==> config.mk <==
export PLATFORM = sky130hd
export DESIGN_NAME = z80_bus_master
export DESIGN_NICKNAME = d
export VERILOG_FILES = /design/src/rtl/z80_bus_master.sv
export SDC_FILE = /design/constraint.sdc
export NUM_CORES = 1
export LEC_CHECK = 0
export BUFFER_PORTS_ARGS = -buffer_cell sky130_fd_sc_hd__buf_4
export CORE_ASPECT_RATIO = 1.1
export CORE_MARGIN = 2
export CORE_UTILIZATION = 54
export DETAILED_ROUTE_END_ITERATION = 6
export GPL_TIMING_DRIVEN = 0
export PLACE_DENSITY_LB_ADDON = 0.1
export SYNTH_ARGS = -nofsm -noshare
export SYNTH_HDL_FRONTEND = slang
export SYNTH_SLANG_ARGS = --single-unit
==> constraint.sdc <==
create_clock -name clk28 -period 3.8 [get_ports clk28]
set_input_delay 0.76 -clock clk28 [delete_from_list [all_inputs] [get_ports clk28]]
set_output_delay 0.76 -clock clk28 [all_outputs]
set_load 0.005 [all_outputs]
==> src/rtl/z80_bus_master.sv <==
// Z80 bus initiator: runs M1 fetch, memory and I/O cycles on the ULA strobe set,
// with T-states of DIV clk28 cycles and a req/ready/ack request port.
module z80_bus_master #(
    parameter int DIV = 8
) (
    input  logic        clk28,
    input  logic        rst,
    input  logic        req,
    output logic        req_ready,
    input  logic        req_m1,
    input  logic        req_io,
    input  logic        req_we,
    input  logic [15:0] req_addr,
    input  logic [7:0]  req_wdata,
    input  logic [7:0]  i_reg,
    output logic        ack,
    output logic [7:0]  rdata,
    output logic        clkcpu,
    output logic [15:0] a,
    output logic [7:0]  d_o,
    output logic        d_oe,
    input  logic [7:0]  d_i,
    input  logic        n_wait,
    output logic        n_mreq,
    output logic        n_iorq,
    output logic        n_rd,
    output logic        n_wr,
    output logic        n_m1,
    output logic        n_rfsh
);
    localparam int PW = $clog2(DIV);
    localparam logic [PW-1:0] PH_ZERO = '0;
    localparam logic [PW-1:0] PH_HALF = PW'(DIV / 2);
    localparam logic [PW-1:0] PH_LAST = PW'(DIV - 1);

    typedef enum logic [2:0] {IDLE, T1, T2, TW, T3, T4} state_t;

    state_t        state, state_n;
    logic [PW-1:0] ph, ph_n;
    logic          ph_last, pend, wait_s, acc, start;
    logic          c_m1, c_io, c_we;
    logic [15:0]   c_addr;
    logic [7:0]    c_wdata, c_ireg;
    logic [6:0]    r;
    logic          m1_n, io_n, we_n;
    logic [15:0]   addr_n;
    logic [7:0]    wdata_n;
    logic          t1a, t1h, mid, t3a, t3l, t3h, t4a, t4l;
    logic          mreq_lo, iorq_lo, rd_lo, wr_lo, m1_lo, rfsh_lo, oe_nx;

    assign ph_last   = (ph == PH_LAST);
    assign ph_n      = ph_last ? PH_ZERO : ph + PW'(1);
    assign ack       = ph_last && (state == T4 || (state == T3 && !c_m1));
    assign req_ready = (state == IDLE && !pend) || ack;
    assign acc       = req && req_ready;
    assign start     = pend || acc;

    // Request fields as they will be next cycle, so a back-to-back T1 sees the new request
    assign m1_n    = acc ? req_m1 : c_m1;
    assign io_n    = acc ? (req_io & ~req_m1) : c_io;
    assign we_n    = acc ? (req_we & ~req_m1) : c_we;
    assign addr_n  = acc ? req_addr : c_addr;
    assign wdata_n = acc ? req_wdata : c_wdata;

    always_comb begin
        state_n = state;
        if (ph_last) begin
            case (state)
                IDLE:    if (start) state_n = T1;
                T1:      state_n = T2;
                T2:      state_n = (c_io || wait_s) ? TW : T3;
                TW:      state_n = wait_s ? TW : T3;
                T3:      state_n = c_m1 ? T4 : (start ? T1 : IDLE);
                T4:      state_n = start ? T1 : IDLE;
                default: state_n = IDLE;
            endcase
        end
    end

    // Strobes are decoded from the next state/phase and registered, so each edge lands
    // exactly on its rise/fall clk28 cycle.
    always_comb begin
        t1a     = (state_n == T1);
        t1h     = t1a && (ph_n >= PH_HALF);
        mid     = (state_n == T2) || (state_n == TW);
        t3a     = (state_n == T3);
        t3l     = t3a && (ph_n < PH_HALF);
        t3h     = t3a && (ph_n >= PH_HALF);
        t4a     = (state_n == T4);
        t4l     = t4a && (ph_n < PH_HALF);
        mreq_lo = !io_n && (t1h || mid || (m1_n ? (t3h || t4l) : t3l));
        iorq_lo = io_n && (mid || t3l);
        rd_lo   = !we_n && (io_n ? (mid || t3l) : (t1h || mid || (!m1_n && t3l)));
        wr_lo   = we_n && (mid || t3l);
        m1_lo   = m1_n && (t1a || mid);
        rfsh_lo = m1_n && (t3a || t4a);
        oe_nx   = we_n && ((io_n ? t1a : t1h) || mid || t3a);
    end

    always_ff @(posedge clk28 or posedge rst) begin
        if (rst) begin
            state   <= IDLE;
            ph      <= PH_ZERO;
            clkcpu  <= 1'b1;
            pend    <= 1'b0;
            wait_s  <= 1'b0;
            c_m1    <= 1'b0;
            c_io    <= 1'b0;
            c_we    <= 1'b0;
            c_addr  <= '0;
            c_wdata <= '0;
            c_ireg  <= '0;
            r       <= '0;
            rdata   <= '0;
            a       <= '0;
            d_o     <= '0;
            d_oe    <= 1'b0;
            n_mreq  <= 1'b1;
            n_iorq  <= 1'b1;
            n_rd    <= 1'b1;
            n_wr    <= 1'b1;
            n_m1    <= 1'b1;
            n_rfsh  <= 1'b1;
        end else begin
            state  <= state_n;
            ph     <= ph_n;
            clkcpu <= (ph_n < PH_HALF);
            pend   <= ph_last ? 1'b0 : start;
            if (acc) begin
                c_m1    <= req_m1;
                c_io    <= req_io & ~req_m1;
                c_we    <= req_we & ~req_m1;
                c_addr  <= req_addr;
                c_wdata <= req_wdata;
                c_ireg  <= i_reg;
            end
            if ((state == T2 || state == TW) && ph == PH_HALF)
                wait_s <= !n_wait;
            if (state == T3 && c_m1 && ph == PH_ZERO)
                rdata <= d_i;
            else if (state == T3 && !c_m1 && !c_we && ph == PH_HALF)
                rdata <= d_i;
            if (state == T4 && ph_last)
                r <= r + 7'd1;
            if (t1a && ph_n == PH_ZERO)
                a <= addr_n;
            else if (m1_n && t3a && ph_n == PH_ZERO)
                a <= {c_ireg, 1'b0, r};
            if (we_n && t1a && ph_n == (io_n ? PH_ZERO : PH_HALF))
                d_o <= wdata_n;
            d_oe   <= oe_nx;
            n_mreq <= !mreq_lo;
            n_iorq <= !iorq_lo;
            n_rd   <= !rd_lo;
            n_wr   <= !wr_lo;
            n_m1   <= !m1_lo;
            n_rfsh <= !rfsh_lo;
        end
    end
endmodule

==> results_dict.tcl, run 1 <==
set metrics [dict create \
    status "complete, no violations" \
    ant_nets 0 \
    relSlewSlack_pct 39.0 \
    endpoint_kind "flop" \
    cts_hold_buf 0 \
    viasPerCell 5.71 \
    yosys_warnings 0 \
    path_cells "ha_1 -> ha_1 -> buf_2 -> inv_1 -> nor4b_1 -> nand2b_1 -> nand4_2 -> buf_2 -> o221a_1" \
    path_delay_family "simple AND/OR/NAND/NOR gates" \
    reg2reg_setup_slack_ns 0.79 \
    tightestPinTransition_ns 0.903 \
    avgSynthCellArea_um2 13.9 \
    grt_pass1_vias 2832 \
    fp.dieW_um 86.8 \
    cp.depth 9 \
    synth_top_flop_cell "dfrtp_1" \
    final_hold_viol_count 0 \
    netlist_instances 292 \
    layout_common_cells "88 x buf_4, 83 x dfrtp_1, 33 x mux2_2" \
    crit_buf_inv 3 \
    setup_viol 0 \
    reg2regPathDepth 9 \
    clk_latency_ns 0.35 \
    cts.repair.resized 0 \
    globalplace.congestion 0.927 \
    cts_buffers 9 \
    power_density_mw_per_mm2 731 \
    num_rows 33 \
    cts_tree "built" \
    syn_area_mm2 0.00407 \
    dp_slack_ns 0.789 \
    htreeDepth 3 \
    area.growth.synth_to_final_pct 24.2 \
    syn-num-nets 344 \
    peakVddDrop_uv 384 \
    grt_first_pass_wirelength_um 13900 \
    final.min_clock_period_ns 3.01 \
    hold_path.class "in2async" \
    dieArea_mm2 0.00825 \
    grt_max_degree 47 \
    p_leak_uw 0.00234 \
    final_util_pct 68.4 \
    holdWs_ns 0.456 \
    cts_sinks 90 \
    critPathCapture "a[10]" \
    reg2reg_from "ph[0]" \
    wl_per_cell_um 17.9 \
    antenna_found_initial 0 \
    async_reset_ff_share_pct 100 \
    crit_required_ns 4.04 \
    die_y_um 95.1 \
    start_util_pct 55.1 \
    mostFrequentLayoutCell "buf_4" \
    synth-edff-count 0 \
    worst_path_largest_cell_delay_ns 0.44 \
    cp.arrival_ns 3.25 \
    nets 444 \
    finalCritPeriodShare_pct 79.3 \
    wirelength_um 8650 \
    drtIter0Drc 117 \
    synth_cell_types 54 \
    io_buffers 88 \
    slew_viol_final 0 \
    nFillCells 548 \
    root_buffer "clkbuf_8" \
    tns_ns 0 \
    cp_max_fo 10 \
    grt-ovfl-total 0 \
    clockBufferDepth 2 \
    drive_above_1_share_pct 48.6 \
    ys_ff_latch 90 \
    postCtsSetupRepairBufs 0 \
    antenna_cells 0 \
    pin_count 89 \
    grt.total_usage_pct 21.8 \
    worstReg2RegEnd "a[10]" \
    fmax_mhz 332 \
    max_cap_viol_count 0 \
    critPathSlowestCell "nor4b_1" \
    drtPass1Iterations 4 \
    fin_skew_ns 0.0102 \
    startpoint "ph[0]" \
    worst_setup_path_start_kind "flop" \
    timing.final.ws_setup_ns 0.786 \
    rsz0062_at_grt "no" \
    crit_type "reg2reg" \
    core_mm2 0.00739 \
    cts.clk_slew.worst_paths_ns 0.09 \
    detailedPlacementHpwl_um 6270 \
    num_vias 2764 \
    synth_seq_area_share_pct 55.5 \
    drc 0 \
]
## how the worst min path moves through the flow
stage | to | slack [ns] | cells past startpoint
after floorplan | ph[0] | 0.42 | 1
after global placement | ph[0] | 0.44 | 1
after detailed placement | ph[0] | 0.46 | 1
after CTS | ph[0] | 0.47 | 1
after global routing | a[14] | 0.50 | 2
final | a[14] | 0.46 | 2
## stage by stage
step / instance area [µm²] / total power, µW / instances
after floorplan: 4070 / 2490 / 292
after global placement: 4840 / 3000 / 467
after detailed placement: 4860 / 3060 / 468
after CTS: 5060 / 3720 / 484
after global routing: 5060 / 3930 / 484
final: 5060 / 3700 / 484
## power by group
group / total [µW] / switching, µW / internal (µW)
sequential: 1570 / 197 / 1370
clock: 658 / 348 / 310
combinational: 1470 / 656 / 818
total: 3700 / 1200 / 2500
## metal layers
| layer | vias to the layer above | routed length, µm | GRT usage (%) |
|---|---|---|---|
| li1 | 1284 | - | - |
| met2 | 80 | 4300 | 35.6 |
| met1 | 1382 | 3740 | 28.7 |
| met5 | - | 0 | 0 |
| met3 | 18 | 381 | 3.90 |
| met4 | 0 | 230 | 9.51 |
## cell type report
type | count | area (µm²) | share of cell area [%]
Tap cell | 87 | 109 | 2.15
Multi-Input combinational cell | 179 | 1670 | 33.1
Clock inverter | 5 | 62.6 | 1.24
Clock buffer | 11 | 131 | 2.60
Buffer | 12 | 95.1 | 1.88
Timing Repair Buffer | 89 | 681 | 13.5
Sequential cell | 90 | 2260 | 44.7
Inverter | 11 | 43.8 | 0.866
## cells by family (layout without fill, tap and decap cells)
group / Yosys count / count (layout) / synth area share, %
xor gates and xnor gates: 6 / 6 / 1.29
DFF: 90 / 90 / 55.5
adders and majority gates: 5 / 5 / 1.54
buffers and inverters: 23 / 128 / 3.35
AOI/OAI and AO/OA: 49 / 49 / 12.1
and+or+nand+nor: 68 / 68 / 10.4
muxes: 51 / 51 / 15.8
## synth_stat cells, drive strengths merged (2+ instances only)
library cell | count | area share [%]
a211o | 3 | 0.65
a21oi | 5 | 0.61
and2 | 2 | 0.31
and3 | 3 | 0.46
buf | 10 | 2.2
clkbuf | 2 | 0.18
dfrtp | 83 | 51
dfstp | 7 | 4.5
ha | 5 | 1.5
inv | 11 | 1.0
mux2 | 51 | 16
nand2 | 16 | 1.8
nand2b | 2 | 0.31
nand3 | 4 | 0.49
nand4 | 4 | 0.77
nand4b | 2 | 0.43
nor2 | 8 | 0.74
nor2b | 7 | 1.3
nor3 | 2 | 0.37
o2111ai | 2 | 1.3
o211ai | 2 | 0.37
o21ai | 6 | 0.74
o221a | 15 | 4.1
or4 | 15 | 2.8
xnor2 | 3 | 0.65
xor2 | 3 | 0.65
## state kept, by name, summed over array words and instances (netlist names), 3 cells and up
name,count
a,16
c_addr,16
c_ireg,8
c_wdata,8
d_o,8
ph,3
r,7
rdata,8
state,3
No activity file was read; power rests on OpenSTA's default activity.
==> inputs of run 2 (changes only) <==
CORE_UTILIZATION = 49   (was 54)
clock period = 2.6 ns   (was 3.8 ns; I/O delays follow)
==> run 2 against run 1 <==
Against the previous run: sequential cell count unchanged; global-route usage is 1.6 points lower; utilization decreased by 3.3 points; worst hold slack lost 0.20 ns; critical path type unchanged; critical endpoint is now a[3]; largest power group unchanged; first-iteration DRC count decreased by 31%; sequential power is 46% higher; critical path depth stayed put; non-clock buffer count up 4; count of clock-buffer cells in the layout stayed put; total power grew 47%.
==> results_dict.tcl, run 2 (synthesis gave the netlist of run 1 again) <==
set metrics [dict create \
    nets 448 \
    fin_skew_ns 0.00894 \
    reg2reg_setup_slack_ns 0.11 \
    p_int_uw 3680 \
    cts_tree "built" \
    endpoint_kind "flop" \
    mostFrequentLayoutCell "buf_4" \
    dieArea_mm2 0.00905 \
    drtIter0Drc 81 \
    critPathSlowestCell "or4_1" \
    worst_setup_path_start_kind "flop" \
    dp_slack_ns -0.286 \
    wirelength_um 8750 \
    setup_viol 0 \
    reg2reg_from "ph[0]" \
    final_hold_viol_count 0 \
    clockBufferDepth 2 \
    timing.final.ws_setup_ns 0.114 \
    power_density_mw_per_mm2 1040 \
    cp.arrival_ns 2.73 \
    ant_nets 0 \
    worstReg2RegEnd "a[3]" \
    path_cells "ha_2 -> ha_4 -> nand2_1 -> o32ai_4 -> nand2_4 -> buf_6 -> mux2_4 -> or4_1 -> o221a_1" \
    status "complete, no violations" \
    sw_frac_of_total_pct 32.4 \
    max_cap_viol_count 0 \
    drc 0 \
    grt_pass1_vias 2826 \
    fmax_mhz 402 \
    reg2regPathDepth 9 \
    start_util_pct 50.9 \
    hold_path.class "in2async" \
    seqPwrFrac_pct 42.1 \
    crit_required_ns 2.84 \
    htreeDepth 3 \
    p_sw_uw 1760 \
    drtPass1Iterations 4 \
    wl_per_cell_um 17.2 \
    relSlewSlack_pct 47.4 \
    rsz0062_at_grt "no" \
    num_rows 34 \
    num_vias 2787 \
    finalCritPeriodShare_pct 95.6 \
    viasPerCell 5.48 \
    crit_type "reg2reg" \
    power.total_uw 5440 \
    cts.clk_slew.worst_paths_ns 0.08 \
    p_leak_uw 0.00236 \
    slew_viol_final 0 \
    cts_sinks 90 \
    final.min_clock_period_ns 2.49 \
    tightestPinTransition_ns 0.790 \
    pin_count 89 \
    grt.total_usage_pct 20.3 \
    globalplace.congestion 0.852 \
    peakVddDrop_uv 463 \
    antenna_found_initial 0 \
    grt_first_pass_wirelength_um 14400 \
    core_mm2 0.00800 \
    grt_max_degree 36 \
    antenna_cells 0 \
    io_buffers 88 \
    p_comb_share_pct 40.6 \
    layout_common_cells "91 x buf_4, 83 x dfrtp_1, 33 x mux2_2" \
    cp_max_fo 10 \
    cts_buffers 9 \
    root_buffer "clkbuf_8" \
    reg_top3 "a x16, c_addr x16" \
    worst_path_largest_cell_delay_ns 0.41 \
    clk_latency_ns 0.36 \
    die_y_um 99.6 \
    drive_above_1_share_pct 51.1 \
    fp.dieW_um 90.9 \
    detailedPlacementHpwl_um 6320 \
    p_clk_share_pct 17.3 \
    grt-ovfl-total 0 \
    area.growth.synth_to_final_pct 27.9 \
]
## run 2: cell types whose count changed in the layout (fill, tap and decap cells not counted), moves of 2 or more
cell,previous run,this run
and3_4,0,2
buf_4,88,91
buf_2,4,2
and3_1,3,1
buf_12,1,3
ha_1,5,3
## run 2: cell type report
class	instances	area (µm²)
fillers	644	2790
flip-flops and latches	90	2260
multi-input cells	179	1730
repair buffers	93	736
well taps	108	135
clock buffers	11	131
plain buffers	12	104
clock inverters	5	62.6
inverters	11	45.0
## run 2: how the worst max path moves through the flow
stage | from | to | slack, ns | depth (start not counted)
6_report | ph[0] | a[3] | 0.11 | 9
5_1_grt | ph[0] | a[5] | 0.01 | 9
3_3_place_gp | ph[0] | a[0] | -0.25 | 9
4_1_cts | ph[0] | d_o[1] | 0.01 | 9
2_1_floorplan | ph[0] | a[0] | 0.17 | 8
3_5_place_dp | ph[0] | a[3] | -0.29 | 9
## run 2: power by group through the flow
stage          clock network [µW]  logic [µW]  registers [µW]
2_1_floorplan                   0        1360            2270
3_3_place_gp                    0        2100            2290
3_5_place_dp                    0        2150            2310
4_1_cts                       963        2190            2290
5_1_grt                      1030        2400            2360
6_report                      943        2210            2290
## run 2: metrics by stage
stage | hold WS [ns] | utilization, % | area (µm²) | setup TNS [ns] | cells
2_1_floorplan | 0.424 | - | 4080 | 0 | 292
3_3_place_gp | 0.440 | 60.9 | 4870 | -4.28 | 488
3_5_place_dp | 0.452 | 61.4 | 4910 | -5.71 | 490
4_1_cts | 0.260 | 64.6 | 5160 | 0 | 507
5_1_grt | 0.286 | 65.1 | 5210 | 0 | 509
6_report | 0.256 | 65.1 | 5210 | 0 | 509
## run 2: layer usage
layer	vias to the layer above	GRT usage [%]	share of wire (%)
li1	1300	-	-
met1	1402	26.8	43
met2	76	33.5	51
met3	9	4.77	5.9
met4	0	6.41	0.82
met5	-	0	0
## run 2: critical path, delay by kind of cell, from the launching register on
family / cells / cell delay, ns
buffers and inverters: 1 / 0.21
flip-flops: 1 / 0.39
AND/OR/NAND/NOR: 3 / 0.65
multiplexers: 1 / 0.31
AO/OA/AOI/OAI: 2 / 0.39
adder cells (fa/ha/maj): 2 / 0.43
## run 2: what timing repair did
action | 4_1_cts | 5_1_grt
pin swaps | 1 | 2
resized for setup | 10 | 5
buffers inserted | 1 | 2
hold buffers | 0 | 0
gates cloned | 0 | 0
endpoints found under the setup margin | 27 | 28
